==> config.mk <==
export PLATFORM = sky130hd
export DESIGN_NAME = spi_frame_master
export DESIGN_NICKNAME = d
export VERILOG_FILES = /design/src/rtl/spi_frame_master.sv
export SDC_FILE = /design/constraint.sdc
export NUM_CORES = 1
export LEC_CHECK = 0
export CAP_MARGIN = 0
export CORE_MARGIN = 1
export CORE_UTILIZATION = 58
export DETAILED_ROUTE_END_ITERATION = 8
export GPL_ROUTABILITY_DRIVEN = 0
export MAX_ROUTING_LAYER = met4
export PLACE_DENSITY = 0.84
export SYNTH_ARGS = -nofsm -noshare
export SYNTH_HDL_FRONTEND = slang
export SYNTH_SLANG_ARGS = --single-unit
==> constraint.sdc <==
create_clock -name clk -period 3.35 [get_ports clk]
set_clock_uncertainty 0.1 [all_clocks]
set_input_delay 0.67 -clock clk [delete_from_list [all_inputs] [get_ports clk]]
set_output_delay 0.67 -clock clk [all_outputs]
set_load 0.005 [all_outputs]
==> src/rtl/spi_frame_master.sv <==
// spi_frame_master: SPI master that shifts one NUM_BYTES-byte frame per start with ss_n held low throughout
module spi_frame_master #(
  parameter int   NUM_BYTES = 2,
  parameter int   CLK_DIV   = 4,
  parameter logic CPOL      = 1'b0,
  parameter logic CPHA      = 1'b0,
  parameter int   IBG       = 0
) (
  input  logic                   clk,
  input  logic                   reset,
  input  logic                   start,
  input  logic [8*NUM_BYTES-1:0] tx_frame,
  output logic                   busy,
  output logic                   done,
  output logic [8*NUM_BYTES-1:0] rx_frame,
  output logic                   sclk,
  output logic                   mosi,
  input  logic                   miso,
  output logic                   ss_n
);
  localparam int FW = 8 * NUM_BYTES;
  localparam int MAXC = CLK_DIV > IBG ? CLK_DIV : IBG;
  localparam int CW = $clog2(MAXC + 1);
  localparam int BW = NUM_BYTES > 1 ? $clog2(NUM_BYTES) : 1;
  localparam logic [CW-1:0] CD_M1 = CW'(CLK_DIV - 1);
  localparam logic [CW-1:0] IBG_M1 = CW'(IBG > 0 ? IBG - 1 : 0);
  localparam logic [BW-1:0] LAST_BYTE = BW'(NUM_BYTES - 1);
  typedef enum logic [2:0] {IDLE, SETUP, XFER, GAP, HOLD} state_e;
  state_e state_q, state_d;
  logic [CW-1:0] cnt_q, cnt_d;
  logic half_q, half_d;
  logic [2:0] bit_q, bit_d;
  logic [BW-1:0] byte_q, byte_d;
  logic [FW-1:0] tx_q, tx_d, rx_q, rx_d, frame_q, frame_d;
  logic done_q, done_d, busy_q, busy_d, sclk_q, sclk_d;
  assign busy = busy_q;
  assign done = done_q;
  assign rx_frame = frame_q;
  assign sclk = sclk_q;
  assign mosi = tx_q[FW-1];
  assign ss_n = ~busy_q;
  always_ff @(posedge clk or posedge reset) begin
    if (reset) begin
      state_q <= IDLE;
      cnt_q   <= '0;
      half_q  <= 1'b0;
      bit_q   <= '0;
      byte_q  <= '0;
      tx_q    <= '0;
      rx_q    <= '0;
      frame_q <= '0;
      done_q  <= 1'b0;
      busy_q  <= 1'b0;
      sclk_q  <= CPOL;
    end else begin
      state_q <= state_d;
      cnt_q   <= cnt_d;
      half_q  <= half_d;
      bit_q   <= bit_d;
      byte_q  <= byte_d;
      tx_q    <= tx_d;
      rx_q    <= rx_d;
      frame_q <= frame_d;
      done_q  <= done_d;
      busy_q  <= busy_d;
      sclk_q  <= sclk_d;
    end
  end
  // the tx register shifts in zeros, so mosi falls back to 0 once the last bit is out
  always_comb begin
    state_d = state_q;
    cnt_d   = cnt_q;
    half_d  = half_q;
    bit_d   = bit_q;
    byte_d  = byte_q;
    tx_d    = tx_q;
    rx_d    = rx_q;
    frame_d = frame_q;
    done_d  = 1'b0;
    case (state_q)
      IDLE: if (start) begin
        state_d = SETUP;
        cnt_d   = CD_M1;
        half_d  = 1'b0;
        bit_d   = '0;
        byte_d  = '0;
        tx_d    = tx_frame;
      end
      SETUP: begin
        cnt_d   = cnt_q != '0 ? cnt_q - 1'b1 : CD_M1;
        state_d = cnt_q != '0 ? SETUP : XFER;
      end
      XFER: if (cnt_q != '0) begin
        cnt_d = cnt_q - 1'b1;
      end else if (!half_q) begin
        half_d = 1'b1;
        cnt_d  = CD_M1;
        rx_d   = {rx_q[FW-2:0], miso};
      end else begin
        half_d = 1'b0;
        cnt_d  = CD_M1;
        tx_d   = tx_q << 1;
        bit_d  = bit_q + 3'd1;
        if (bit_q == 3'd7) begin
          byte_d = byte_q == LAST_BYTE ? '0 : byte_q + 1'b1;
          if (byte_q == LAST_BYTE) begin
            state_d = HOLD;
          end else if (IBG > 0) begin
            state_d = GAP;
            cnt_d   = IBG_M1;
          end
        end
      end
      GAP: begin
        cnt_d   = cnt_q != '0 ? cnt_q - 1'b1 : CD_M1;
        state_d = cnt_q != '0 ? GAP : XFER;
      end
      HOLD: if (cnt_q != '0) begin
        cnt_d = cnt_q - 1'b1;
      end else begin
        state_d = IDLE;
        done_d  = 1'b1;
        frame_d = rx_q;
      end
      default: state_d = IDLE;
    endcase
    busy_d = state_d != IDLE;
    sclk_d = state_d == XFER ? (CPOL ^ CPHA ^ half_d) : CPOL;
  end
endmodule

; Yosys cells after proc, flatten, opt, wreduce, memory -nomap -nowiden
; Cells that the tools add are included.
[totals]
reg_bits = 62
[op_classes]
n_eq_ne = 11
n_mux = 34
addsub = 3
bitwise_logic = 3
n_reduce_logical = 11
[op_table]
columns = cell, n
row1 = two-way mux 16 bit, 3
row2 = two-way mux 3 bit, 12
row3 = case mux 16 bit (2 select lines), 1
row4 = case mux 3 bit (5 select lines), 1
row5 = two-way mux 1 bit, 12
row6 = inequality test 2 bit (second input constant), 5
row7 = == test 3 x 2 -> 1 bit (second input constant), 3
row8 = case mux 3 bit (3 select lines), 1
row9 = nonzero test 3 bit, 3
row10 = == test 3 bit (second input constant), 2
row11 = case mux 3 bit (2 select lines), 1
row12 = AND reduction 3 bit, 2
row13 = AND reduction 5 bit, 1
row14 = case mux 1 bit (2 select lines), 2
row15 = AND reduction 4 bit, 1
row16 = adder 3 x 1 -> 3 bit (second input constant), 1
row17 = == test 3 x 1 -> 1 bit (second input constant), 1
row18 = logical NOT 3 bit, 1
row19 = NOT 1 bit, 3
row20 = OR reduction 3 bit, 1
row21 = subtractor 3 x 1 -> 3 bit (second input constant), 1
row22 = two-way mux 2 bit, 1
row23 = AND reduction 2 bit, 1
row24 = nonzero test 2 bit, 1
row25 = adder 1 bit (second input constant), 1

; Logic depth before layout (Yosys ltp)
[logic_depth]
word_depth = 7
depth_mapped = 9

; Worst setup path after synthesis
; OpenSTA, ideal clock, no wires.
[synth_path]
path_kind = register to register
from = register cnt_q[0]
to = register rx_q[0]
synth_period_minus_slack_ns = 1.900
required_ns = 3.125
arrival_time_ns = 1.675
path_buffers = 2
setup_slack_ns = 1.450
stages_incl_launch_ff = 10
cell_sequence = dfrtp_1 > inv_1 > ha_1 > nand2b_2 > inv_2 > ha_1 > and2_1 > buf_6 > buf_6 > mux2_4
[synth_between]
elab_chain_cells = 3
[synth_lines]
columns = item, line_no
row1 = from (decl), 30  ; logic [CW-1:0] cnt_q, cnt_d;
row2 = from (signal assigned), 57  ; cnt_q <= cnt_d;
row3 = nonzero test 3 bit, 93  ; XFER: if (cnt_q != '0) begin
row4 = NOT 1 bit (no source line), --
row5 = AND reduction 3 bit (no source line), --
row6 = to (signal assigned), 62  ; rx_q <= rx_d;
row7 = to (decl), 34  ; logic [FW-1:0] tx_q, tx_d, rx_q, rx_d, frame_q, frame_d;
; Every way passes these cells.
; A chain may end at the register's enable or synchronous reset.

; Worst setup path in the final report
[layout_path]
from = register state_q[2]
to = register rx_q[12]
[layout_between]
elab_chain_cells = 2
[layout_lines]
columns = item, line_no
row1 = from (decl), 29  ; state_e state_q, state_d;
row2 = from (signal assigned), 56  ; state_q <= state_d;
row3 = == test 3 x 2 -> 1 bit, 80  ; case (state_q)
row4 = AND reduction 3 bit (no source line), --
; Every way passes these cells.

==> metrics.csv <==
metric,value,unit
Root Driver,clkbuf_8,
CP required,3470,ps
hold worst-path end,cnt_q[2],
Yosys cell types,38,
"Worst Path Class, Setup",reg -> reg,
CTS Buf Count,9,
Routed Antenna Nets,0,
slowest cell on the critical path,dfrtp_1,
GRT Overall Usage,23.7,%
clk slew on worst S/H paths,60,ps
Mean Syn Cell Area,13.0,um2
Post-CTS Setup Bufs,0,
part of the power in registers,47.7,%
largest net degree at the start of global routing,39,
RSZ-0062 raised after global routing,no,
initial antenna violation count,0,
worst vdd ir,0.382,mV
largest area contributor in the netlist,dfrtp_1,
dpl hpwl,3370,um
WP data arrival,2280,ps
startpoint of the worst register-to-register path,state_q[2],
DR pass1 iterations,4,
register area,0.00155,mm2
crit end category,register,
post-CTS resize count,0,
Worst-Skew Late Latency,340,ps
Final Hold Violating Endpoints,0,
CTS tree,done,
R2R setup slack,1180,ps
post-synth net total,242,
WL per Instance,15.9,um
run status,"finished, final reports clean",
achievable clock frequency,0.461,GHz
sw frac,31.0,%
clock sink count,62,
DP Area,0.00323,mm2
cells after synthesis,217,
global-route wire length before repair,8760,um
Critical Path Fanout Max,16,
CTS H-tree lvls,3,
Rel. slew slack,64.3,%
Gate power share,24.1,%
Via-to-Cell Ratio,5.62,
Hold Path Depth,1,
multi-input logic area,0.00114,mm2
CP cell instances,"nor3b_4, and2_1, buf_4, mux2_2",
final setup violation count,0,
clk buf depth,2,
Final Cell Area,0.00341,mm2
Nets,287,
power share of the clock group,28.2,%
Fill cells,283,
HP Start,cnt_q[2],
total of max-cap violations,0,
setup TNS,0,ps
DRT iter0 DRCs,168,
Area Growth Syn to Fin,21.4,%
DRC errors left,0,
Syn Std Cell Area,0.00281,mm2
Slew @ Worst Pin,534,ps
Int Pwr,1460,uW
port bufs,40,
I/O pin cnt,41,
pwr dens,622,mW/mm2
r2r worst-path depth,4,
Leakage,0.00159,uW
YS warnings,0,
Vias,1793,
minimum clock period,2170,ps
n_diodes,0,
post-synth top area share,55.2,%
vias in the first global route,1830,
sw power,659,uW
WL final,5060,um
Core Region,0.00450,mm2
sequential fraction of the synthesis area,55.2,%
Die ar.,0.00513,mm2
Initial Utilization,62.4,%
"slowest stage delay, CP",560,ps
std cell rows,24,
Worst setup SP type,register,
Congestion Overflow GR,0,
CP Launch Point,state_q[2],
crit share post-route,64.7,%
Final Max Slew Viols,0,
Yosys reg bits,62,
largest cells by area after synthesis,"dfrtp_1 (55%), mux2_4 (10%), mux2i_1 (5.7%)",
chip width,71.6,um
cts hold-fix bufs,0,
Worst Hold Class,reg -> reg,
RR Endpoint,rx_q[12],
Die Height,71.6,um
ratio of cells with drive above 1 in the final layout,23.6,%
==> logic make-up after synthesis <==
| kind of cell | count (synthesis) | share of synthesized area [%] |
|---|---|---|
| simple gates | 48 | 8.99 |
| flops | 62 | 55.2 |
| buf+inv | 19 | 4.76 |
| mux | 48 | 21.1 |
| fa+ha+maj | 5 | 2.23 |
| xor+xnor | 1 | 0.312 |
| compound gates | 34 | 7.44 |
==> stage by stage <==
stage	std cells	hold slack (ps)	total power, uW	utilization, %	setup WS (ps)
2_1_floorplan	217	332	1410	-	1040
3_3_place_gp	303	355	1500	71.6	1120
3_5_place_dp	303	368	1530	71.6	1070
4_1_cts	319	382	2140	75.7	1180
5_1_grt	319	421	2250	75.7	1050
6_report	319	375	2120	75.7	1180
==> worst max path at each step <==
stage          endpoint  slack (ps)  cells past startpoint
2_1_floorplan  bit_q[0]        1040                      1
3_3_place_gp   bit_q[0]        1120                      6
3_5_place_dp   bit_q[0]        1070                      6
4_1_cts        rx_q[12]        1180                      4
5_1_grt        rx_q[11]        1050                      8
6_report       rx_q[12]        1180                      4
==> power by group through the flow <==
stage / Combinational (uW) / Clock (uW) / Sequential, uW
6_report: 512 / 598 / 1010
5_1_grt: 580 / 640 / 1030
4_1_cts: 514 / 612 / 1010
3_5_place_dp: 509 / 0 / 1020
3_3_place_gp: 485 / 0 / 1010
2_1_floorplan: 437 / 0 / 970
==> layer usage <==
layer	up-vias	wire [um]	share of wire, %	track usage, %
met5	-	0	0	-
met4	0	120	2.4	12.9
met3	11	187	3.7	5.20
met2	45	2470	49	36.1
met1	888	2280	45	29.7
li1	849	-	-	-
==> final cells by class <==
class / instances / area share [%]
Clock buffer: 12 / 4.84
Multi-Input combinational cell: 136 / 33.3
Inverter: 7 / 0.770
Clock inverter: 4 / 0.587
Sequential cell: 62 / 45.5
Timing Repair Buffer: 46 / 13.1
Tap cell: 52 / 1.91
==> Yosys cell counts, drive strengths merged <==
cell	instances
a21o	2
a21oi	2
a221oi	2
a22oi	2
a2bb2oi	1
a31oi	3
and2	1
and3b	1
buf	11
clkbuf	1
dfrtp	62
ha	5
inv	7
mux2	32
mux2i	16
nand2	25
nand2b	3
nand3	2
nand4	1
nor2	9
nor3	3
nor3b	1
nor4b	1
o21ai	19
o221a	1
o22a	1
o2bb2ai	1
or4	1
xnor2	1
==> worst max-delay path: cells and delay by family (launching register included) <==
family / cells / cell delay, ps
buf+inv: 1 / 270
flops: 1 / 560
mux: 1 / 370
simple gates: 2 / 740
==> sequential cells by signal (all words and copies together), names as in the netlist <==
signal / flops
bit_q: 3
tx_q: 16
done: 1
rx_q: 16
state_q: 3
cnt_q: 3
rx_frame: 16
sclk: 1
busy: 1
byte_q: 1
half_q: 1
==> layout by cell type, fill, tap and decap left out, types with 2 or more instances in the layout <==
cell	instances
dfrtp_1	62
clkdlybuf4s50_1	40
nand2_1	25
mux2_4	19
mux2i_1	16
mux2_2	13
clkbuf_8	12
o21ai_0	10
o21ai_1	9
nor2_1	8
buf_4	6
inv_1	5
ha_1	5
clkinv_2	4
inv_2	2
a221oi_1	2
a31oi_1	2
a21oi_1	2
nor3_1	2
a21o_1	2
nand2b_1	2
nand3_1	2
a22oi_1	2
(Power assumes the default switching activity.)
